[config.mk]
export PLATFORM = sky130hd
export DESIGN_NAME = imem_fetch_queue
export DESIGN_NICKNAME = d
export VERILOG_FILES = /design/src/rtl/fetch_pkg.sv /design/src/rtl/sync_fifo.sv /design/src/rtl/imem_fetch_queue.sv
export SDC_FILE = /design/constraint.sdc
export NUM_CORES = 1
export LEC_CHECK = 0
export CAP_MARGIN = 20
export CORE_UTILIZATION = 59
export CTS_BUF_LIST = sky130_fd_sc_hd__clkbuf_8 sky130_fd_sc_hd__clkbuf_16
export DETAILED_ROUTE_END_ITERATION = 10
export GPL_TIMING_DRIVEN = 0
export PLACE_DENSITY = 0.84
export SLEW_MARGIN = 20
export SYNTH_ARGS = -nofsm -noshare
export SYNTH_HDL_FRONTEND = slang
export SYNTH_SLANG_ARGS = --single-unit
[constraint.sdc]
create_clock -name clk -period 12.8 [get_ports clk]
set_input_delay 1.92 -clock clk [delete_from_list [all_inputs] [get_ports clk]]
set_output_delay 1.92 -clock clk [all_outputs]
set_load 0.02 [all_outputs]
[src/rtl/fetch_pkg.sv]
// rtl/fetch_pkg.sv - shared types and constants for the instruction fetch queue
package fetch_pkg;

  localparam int          FETCH_DEPTH = 4;
  localparam logic [31:0] NOP         = 32'h0000_0013;

  typedef struct packed {
    logic [31:0] pc;
    logic [31:0] instr;
  } fetch_entry_t;

  typedef enum logic {
    ST_RUN   = 1'b0,
    ST_DRAIN = 1'b1
  } fetch_state_e;

  function automatic logic [31:0] word_align(input logic [31:0] addr);
    return {addr[31:2], 2'b00};
  endfunction

endpackage

[src/rtl/sync_fifo.sv]
// rtl/sync_fifo.sv - first-word-fall-through FIFO with a registered head stage
module sync_fifo #(
  parameter int WIDTH = 64,
  parameter int DEPTH = 4
) (
  input  logic                       clk,
  input  logic                       rst,
  input  logic                       flush,
  input  logic                       wr_en,
  input  logic [WIDTH-1:0]           wr_data,
  input  logic                       rd_en,
  output logic [WIDTH-1:0]           rd_data,
  output logic                       rd_valid,
  output logic [$clog2(DEPTH+1)-1:0] count
);

  localparam int BODY = DEPTH - 1;
  localparam int PW   = (BODY > 1) ? $clog2(BODY) : 1;
  localparam int CW   = $clog2(DEPTH + 1);

  // The head lives in its own register so rd_data/rd_valid come straight from flops;
  // the remaining DEPTH-1 entries sit behind it in a small circular buffer.
  logic [WIDTH-1:0] body_mem [BODY];
  logic [WIDTH-1:0] head_q;
  logic             head_valid_q;
  logic [PW-1:0]    wptr_q;
  logic [PW-1:0]    rptr_q;
  logic [CW-1:0]    body_cnt_q;

  logic pop;
  logic head_from_body;
  logic head_from_in;
  logic body_push;

  function automatic logic [PW-1:0] ptr_inc(input logic [PW-1:0] p);
    return (p == PW'(BODY - 1)) ? '0 : p + PW'(1);
  endfunction

  assign pop = rd_en && head_valid_q;

  always_comb begin
    head_from_body = 1'b0;
    head_from_in   = 1'b0;
    body_push      = 1'b0;
    if (!head_valid_q || pop) begin
      if (body_cnt_q != '0) begin
        head_from_body = 1'b1;
        body_push      = wr_en;
      end else begin
        head_from_in = wr_en;
      end
    end else begin
      body_push = wr_en;
    end
  end

  always_ff @(posedge clk) begin
    if (rst) begin
      head_q       <= '0;
      head_valid_q <= 1'b0;
      wptr_q       <= '0;
      rptr_q       <= '0;
      body_cnt_q   <= '0;
    end else if (flush) begin
      head_valid_q <= 1'b0;
      wptr_q       <= '0;
      rptr_q       <= '0;
      body_cnt_q   <= '0;
    end else begin
      if (head_from_body) begin
        head_q       <= body_mem[rptr_q];
        head_valid_q <= 1'b1;
      end else if (head_from_in) begin
        head_q       <= wr_data;
        head_valid_q <= 1'b1;
      end else if (pop) begin
        head_valid_q <= 1'b0;
      end
      if (body_push)      wptr_q <= ptr_inc(wptr_q);
      if (head_from_body) rptr_q <= ptr_inc(rptr_q);
      case ({body_push, head_from_body})
        2'b10:   body_cnt_q <= body_cnt_q + CW'(1);
        2'b01:   body_cnt_q <= body_cnt_q - CW'(1);
        default: body_cnt_q <= body_cnt_q;
      endcase
    end
  end

  always_ff @(posedge clk) begin
    if (!rst && !flush && body_push) begin
      body_mem[wptr_q] <= wr_data;
    end
  end

  assign rd_data  = head_q;
  assign rd_valid = head_valid_q;
  assign count    = body_cnt_q + CW'(head_valid_q);

endmodule

[src/rtl/imem_fetch_queue.sv]
// rtl/imem_fetch_queue.sv - sequential instruction fetch with in-order response queue and redirect drain
module imem_fetch_queue
  import fetch_pkg::*;
#(
  parameter logic [31:0] RESET_PC = 32'h0000_0000,
  parameter int          DEPTH    = FETCH_DEPTH
) (
  input  logic        clk,
  input  logic        rst,
  input  logic        redirect_i,
  input  logic [31:0] redirect_pc_i,
  output logic        mem_req_o,
  output logic [31:0] mem_addr_o,
  input  logic        mem_gnt_i,
  input  logic        mem_rvalid_i,
  input  logic [31:0] mem_rdata_i,
  output logic        inst_valid_o,
  output logic [31:0] inst_o,
  output logic [31:0] inst_pc_o,
  input  logic        inst_ready_i
);

  localparam int CW = $clog2(DEPTH + 1);

  logic [31:0]  fetch_pc_q;
  logic [CW-1:0] outstanding_q;
  logic [CW-1:0] outstanding_d;
  logic [CW-1:0] discard_q;
  logic [CW-1:0] discard_d;
  logic [CW-1:0] q_count;
  logic [CW-1:0] live;
  logic [CW:0]   occupancy;
  fetch_state_e  state_q;
  fetch_state_e  state_d;

  logic         gnt_fire;
  logic         rsp_fire;
  logic         push;
  logic [31:0]  rsp_pc;
  fetch_entry_t push_entry;
  fetch_entry_t head_entry;

  // Requests are only issued when every possible response already has a queue slot.
  assign occupancy  = {1'b0, outstanding_q} + {1'b0, q_count};
  assign mem_req_o  = !rst && !redirect_i && (occupancy < (CW+1)'(DEPTH));
  assign mem_addr_o = fetch_pc_q;
  assign gnt_fire   = mem_req_o && mem_gnt_i;
  assign rsp_fire   = mem_rvalid_i && (outstanding_q != '0);

  assign outstanding_d = outstanding_q + CW'(gnt_fire) - CW'(rsp_fire);

  // Live requests are contiguous and end just below fetch_pc, so the oldest one
  // is fetch_pc minus four times their number; stale ones are already excluded.
  assign live   = outstanding_q - discard_q;
  assign rsp_pc = fetch_pc_q - {{(30-CW){1'b0}}, live, 2'b00};

  always_comb begin
    state_d   = state_q;
    discard_d = discard_q;
    push      = 1'b0;
    case (state_q)
      ST_RUN: begin
        push = rsp_fire;
      end
      ST_DRAIN: begin
        if (rsp_fire) begin
          discard_d = discard_q - CW'(1);
          if (discard_q == CW'(1)) state_d = ST_RUN;
        end
      end
      default: state_d = ST_RUN;
    endcase
    if (redirect_i) begin
      push      = 1'b0;
      discard_d = outstanding_d;
      state_d   = (outstanding_d != '0) ? ST_DRAIN : ST_RUN;
    end
  end

  always_ff @(posedge clk) begin
    if (rst) begin
      fetch_pc_q    <= RESET_PC;
      outstanding_q <= '0;
      discard_q     <= '0;
      state_q       <= ST_RUN;
    end else begin
      outstanding_q <= outstanding_d;
      discard_q     <= discard_d;
      state_q       <= state_d;
      if (redirect_i)    fetch_pc_q <= word_align(redirect_pc_i);
      else if (gnt_fire) fetch_pc_q <= fetch_pc_q + 32'd4;
    end
  end

  assign push_entry.pc    = rsp_pc;
  assign push_entry.instr = mem_rdata_i;

  sync_fifo #(
    .WIDTH ($bits(fetch_entry_t)),
    .DEPTH (DEPTH)
  ) u_queue (
    .clk      (clk),
    .rst      (rst),
    .flush    (redirect_i),
    .wr_en    (push),
    .wr_data  (push_entry),
    .rd_en    (inst_ready_i),
    .rd_data  (head_entry),
    .rd_valid (inst_valid_o),
    .count    (q_count)
  );

  assign inst_o    = head_entry.instr;
  assign inst_pc_o = head_entry.pc;

endmodule

* After elaboration in Yosys (flattened, before gate mapping) *
Memories as Yosys holds them, arrays and structs flattened. A register that Yosys moved wholly into a read port is not among the register bits.
Index checks and enable logic that the tools add are counted.

storage, ports and cells
  bits in registers = 111
  memory bits (writable) = 192
  word-level logic and storage cells = 82
  memories = 1

cells by class
  multiplexer cells = 30
  bitwise logic cells = 1
  order comparisons = 1
  reduce and logical (&&, ||, !) cells = 22
  $add $sub $neg = 12
  equality and inequality tests = 5

memory list
  memory            words  width  read ports  clocked after memory_dff  wr ports  RTL line         RTL
  u_queue.body_mem  3      64     1           1                         1         sync_fifo.sv:23  logic [WIDTH-1:0] body_mem [BODY];

operator list
  cell                     number
  $mux W64                 2
  $mux W32                 2
  $add A32 B3 Y32 const B  1
  $sub A32 B5 Y32          1
  $mux W1                  18
  $reduce_bool A3 Y1       4
  $reduce_bool A2 Y1       5
  $mux W3                  3
  $mux W2                  4
  $add A3 B1 Y3            2
  $eq A2 B2 Y1 const B     3
  $logic_and A1 B1 Y1      6
  $pmux W3 S2              1
  $sub A3 B1 Y3 const B    2
  $add A2 B1 Y2 const B    2
  $add A3 B3 Y4            1
  $lt A4 B3 Y1 const B     1
  $reduce_and A2 Y1        2
  $add A3 B1 Y3 const B    1
  $eq A3 B1 Y1 const B     1
  $logic_not A1 Y1         3
  $sub A3 B1 Y3            1
  $sub A3 B3 Y3            1
  $eq A2 B1 Y1 const B     1
  other kinds (3)          3

* Longest topological paths before layout *
  word-level depth = 10
  depth in mapped cells = 16

* Modules after synthesis *
Synthesis repeated with hierarchy kept, for this count alone.

second synthesis, totals
  cells, all modules = 1197
  area total of the unflattened synthesis = 13276.5 µm²

modules (own cells, without submodules)
  module            times used  cells each  area each (µm²)  sequential area each (µm²)
  sync_fifo         1           814         10366.2          7247.0
  imem_fetch_queue  1           383         2910.3           740.7

* Least setup slack after synthesis *
Ideal clock, no wire load.

  path kind = in2reg
  start = in inst_ready_i
  end = mem u_queue.body_mem[1][0] (enable)
  path buffers = 0
  setup slack = 4.779 ns
  required time = 12.226 ns
  arrival = 7.447 ns
  stages on the path = 4
  path through = nand2b_1 > a2111o_1 > or2_2 > nor3b_1

between the ends
  longest elaborated chain between the ends = 6

RTL lines
  item                           RTL line                RTL
  from (decl)                    imem_fetch_queue.sv:20  input logic inst_ready_i
  $logic_and A1 B1 Y1            sync_fifo.sv:39         assign pop = rd_en && head_valid_q;
  $logic_or A1 B1 Y1             sync_fifo.sv:45         if (!head_valid_q || pop) begin
  $mux W1                        sync_fifo.sv:45
  $logic_and A1 B1 Y1            sync_fifo.sv:90         if (!rst && !flush && body_push) begin
  $mux W1                        sync_fifo.sv:90
  $mux W1 (not written as such)  sync_fifo.sv:91         body_mem[wptr_q] <= wr_data;
  to (decl)                      sync_fifo.sv:23

No other way between the ends.

* Worst setup path after layout *
  start = in rst
  end = out mem_req_o

between the ends
  longest elaborated chain between the ends = 3

RTL lines
  item                              RTL line                RTL
  from (decl)                       imem_fetch_queue.sv:9   input logic rst,
  $logic_not A1 Y1                  imem_fetch_queue.sv:45  assign mem_req_o = !rst && !redirect_i && (occupancy < (CW+1)'(DEPTH));
  $logic_and A1 B1 Y1 (2 in a row)  imem_fetch_queue.sv:45
  to (decl)                         imem_fetch_queue.sv:12  output logic mem_req_o,

No other way between the ends.

==> metrics <==
Fin. Hold Viols 0; post-CTS sizing 0; vias in the first global route about 10k; IO buf count ~160; share of post-route cells with drive strength above 1 around 8.4%; register area ~8000 um2; highest metal used met4; worst-margin pin slew between 0.8 and 0.9 ns; Synth top area share a little over two fifths; most frequent cells in the layout edfxtp_1, nand2_1, clkdlybuf4s50_1; count of cell types in the netlist 60; CTS tree yes; min-delay worst type register to register; Global Route Usage Sum roughly a third; FILL cells approximately 1.4k; clock skew 0.02056 ns; Remaining DRCs 0; Hold-fix buffers, CTS 0; EDFF count, synth roughly 190; largest net degree at the start of global routing 16; Rel. slew slack about 45%; Post-CTS Setup Bufs 0; leakage power between 5 and 6 nW; VDD IR max approximately 130 uV; synthesis-to-layout area growth 23.54%; CTS Buf Count 30; Final Max Tran Viols 0; Synth area leader edfxtp_1; GR Overflow Total 0; FP Rows 54; RSZ-0062 raised after global routing false; antenna diode count 0; fmax 0.1908 GHz; final WL between 30 and 40 mm; Die Width 151.1 um; Met1 Wirelength about 14 mm; final period utilization about two fifths; startpoint types input port; clock buffer depth 3; final setup vio count 0; Initial Util around 60%; Crit Path Category input port to primary output; Die Ht about 150 um; Area contributors post-synth edfxtp_1, dfxtp_1, nand2_1, mux2i_1, o21ai_0; First DRT Iteration DRCs between 900 and 1k; Design Area, Final roughly 16,000 um2; Die ar. between 20,000 and 25,000 um2; clk_lat worst skew 0.57 ns; WL/cell 21.01 um; NumNets Final 1,497; crit path DAT approximately 3.3 ns; power per cell area roughly 160 nW/um2; Setup TNS 0 ns; commonest non-fill, non-tap cell in the layout edfxtp_1; clk root buf clkbuf_16; #FFs+latches synth 295; drt pass-1 iters 5; Clock transition at path regs about 0.060 ns; Crit. End Element primary output; Sink Count 295; sequential fraction of the synthesis area roughly three fifths; synthesized area per cell approximately 11 um2; crit-path max FO 9; Async S/R FF share, synth 0%; Post-synth top flop edfxtp_1; initial antenna violation count 0; met3 wire length around 3.4 mm; core box area between 20,000 and 25,000 um2; # IOs 168; Post-Syn Area 13,110 um2; multi-input logic area 4866 um2; clock period minus worst slack approximately 5.2 ns; metal2 WL about 17 mm; vias per inst 6.204; Final ANT Viol Nets 0; Final Wtd Congestion 0.9056; max-cap viol count 0; DP Area 15,280 um2; Gate Count Post-Synth around 1.2k; Req. time, crit path approximately 11 ns; Ys Warns 0; H-tree depth 1; vias approximately 11k; DP HPWL 24.86 mm; global-route wire length before repair between 50 and 60 mm; status finished, final reports clean
## area by class of cell
class / instances / area share [%]
sequential: 295 / 47.96
multi-input combinational: 783 / 30.04
timing repair buffer: 182 / 11.05
clock buffer: 34 / 4.975
buffer: 94 / 2.572
tap: 280 / 2.163
clock inverter: 22 / 0.7030
inverter: 23 / 0.5330
## cell families (layout without fill, tap and decap cells)
logic type                 count (synthesis)  count (layout)  share of synthesized area [%]
DFF                                      295             295                          59.25
AOI/OAI and AO/OA                        236             236                          11.83
adders and majority gates                 18              18                          1.947
and+or+nand+nor                          416             416                          15.10
other                                      1               4                        0.02860
muxes                                     71              71                          5.469
xor gates and xnor gates                  38              38                          2.539
buffers and inverters                    117             355                          3.837
## critical path, stage by stage
cell             delay [ns]
clkbuf_1               0.20
nor3_1                 0.39
and2_1                 0.20
clkdlybuf4s50_1        0.61
## worst paths after layout
check	start	slack, ns	end	depth (start not counted)
worst max-delay path	rst	7.56	mem_req_o	4
worst max register to register	u_queue.rd_valid$_SDFFE_PP0P_	8.63	state_q$_SDFF_PP0_	16
worst min-delay path	u_queue.rd_data[36]$_SDFFE_PP0P_	0.45	u_queue.rd_data[36]$_SDFFE_PP0P_	2
worst min register to register	u_queue.rd_data[36]$_SDFFE_PP0P_	0.45	u_queue.rd_data[36]$_SDFFE_PP0P_	2
## flip-flops by register name (all words and copies together) (netlist names), named ones only
name and cells:
u_queue.rptr_q 2, u_queue.body_cnt_q 3, mem_addr_o 30, u_queue.rd_valid 1
discard_q 3, outstanding_q 3, u_queue.body_mem 186, u_queue.wptr_q 2
state_q 1, u_queue.rd_data 62
## through the flow
step                total power [mW]  hold WS, ns  setup slack [ns]  utilization [%]  cells
floorplan                      1.515       0.4589             4.779                -   1195
global placement               1.720       0.4433             1.215            69.02   1634
detailed placement             1.743       0.4459             7.600            70.00   1657
CTS                            2.547       0.4538             7.596            74.22   1713
global route                   2.638       0.4805             7.466            74.22   1713
finish                         2.554       0.4524             7.559            74.22   1713
## report_power, final
group / internal (mW) / switching [mW]
registers: 1.10 / 0.0424
clock network: 0.449 / 0.364
logic: 0.231 / 0.366
total: 1.78 / 0.773
## synthesized netlist by cell type, types with 9 or more instances
cell / n
a211oi_1: 22
a21oi_1: 41
a311oi_1: 39
a31oi_1: 14
and3_1: 10
buf_2: 15
clkbuf_1: 67
dfxtp_1: 109
edfxtp_1: 186
ha_1: 14
inv_1: 21
mux2i_1: 66
nand2_1: 181
nand3_1: 22
nand4_1: 18
nor2_1: 97
nor3_1: 19
o211ai_1: 15
o21ai_0: 75
or2_2: 9
or3_1: 10
xnor2_1: 21
xor2_1: 17
## per-layer routing
layer | vias up | global-route usage, %
met5 | - | 0
met4 | 0 | 16.35
met3 | 132 | 4.398
met2 | 643 | 53.23
met1 | 5073 | 40.74
li1 | 4780 | -
No activity file was read; power rests on OpenSTA's default activity.
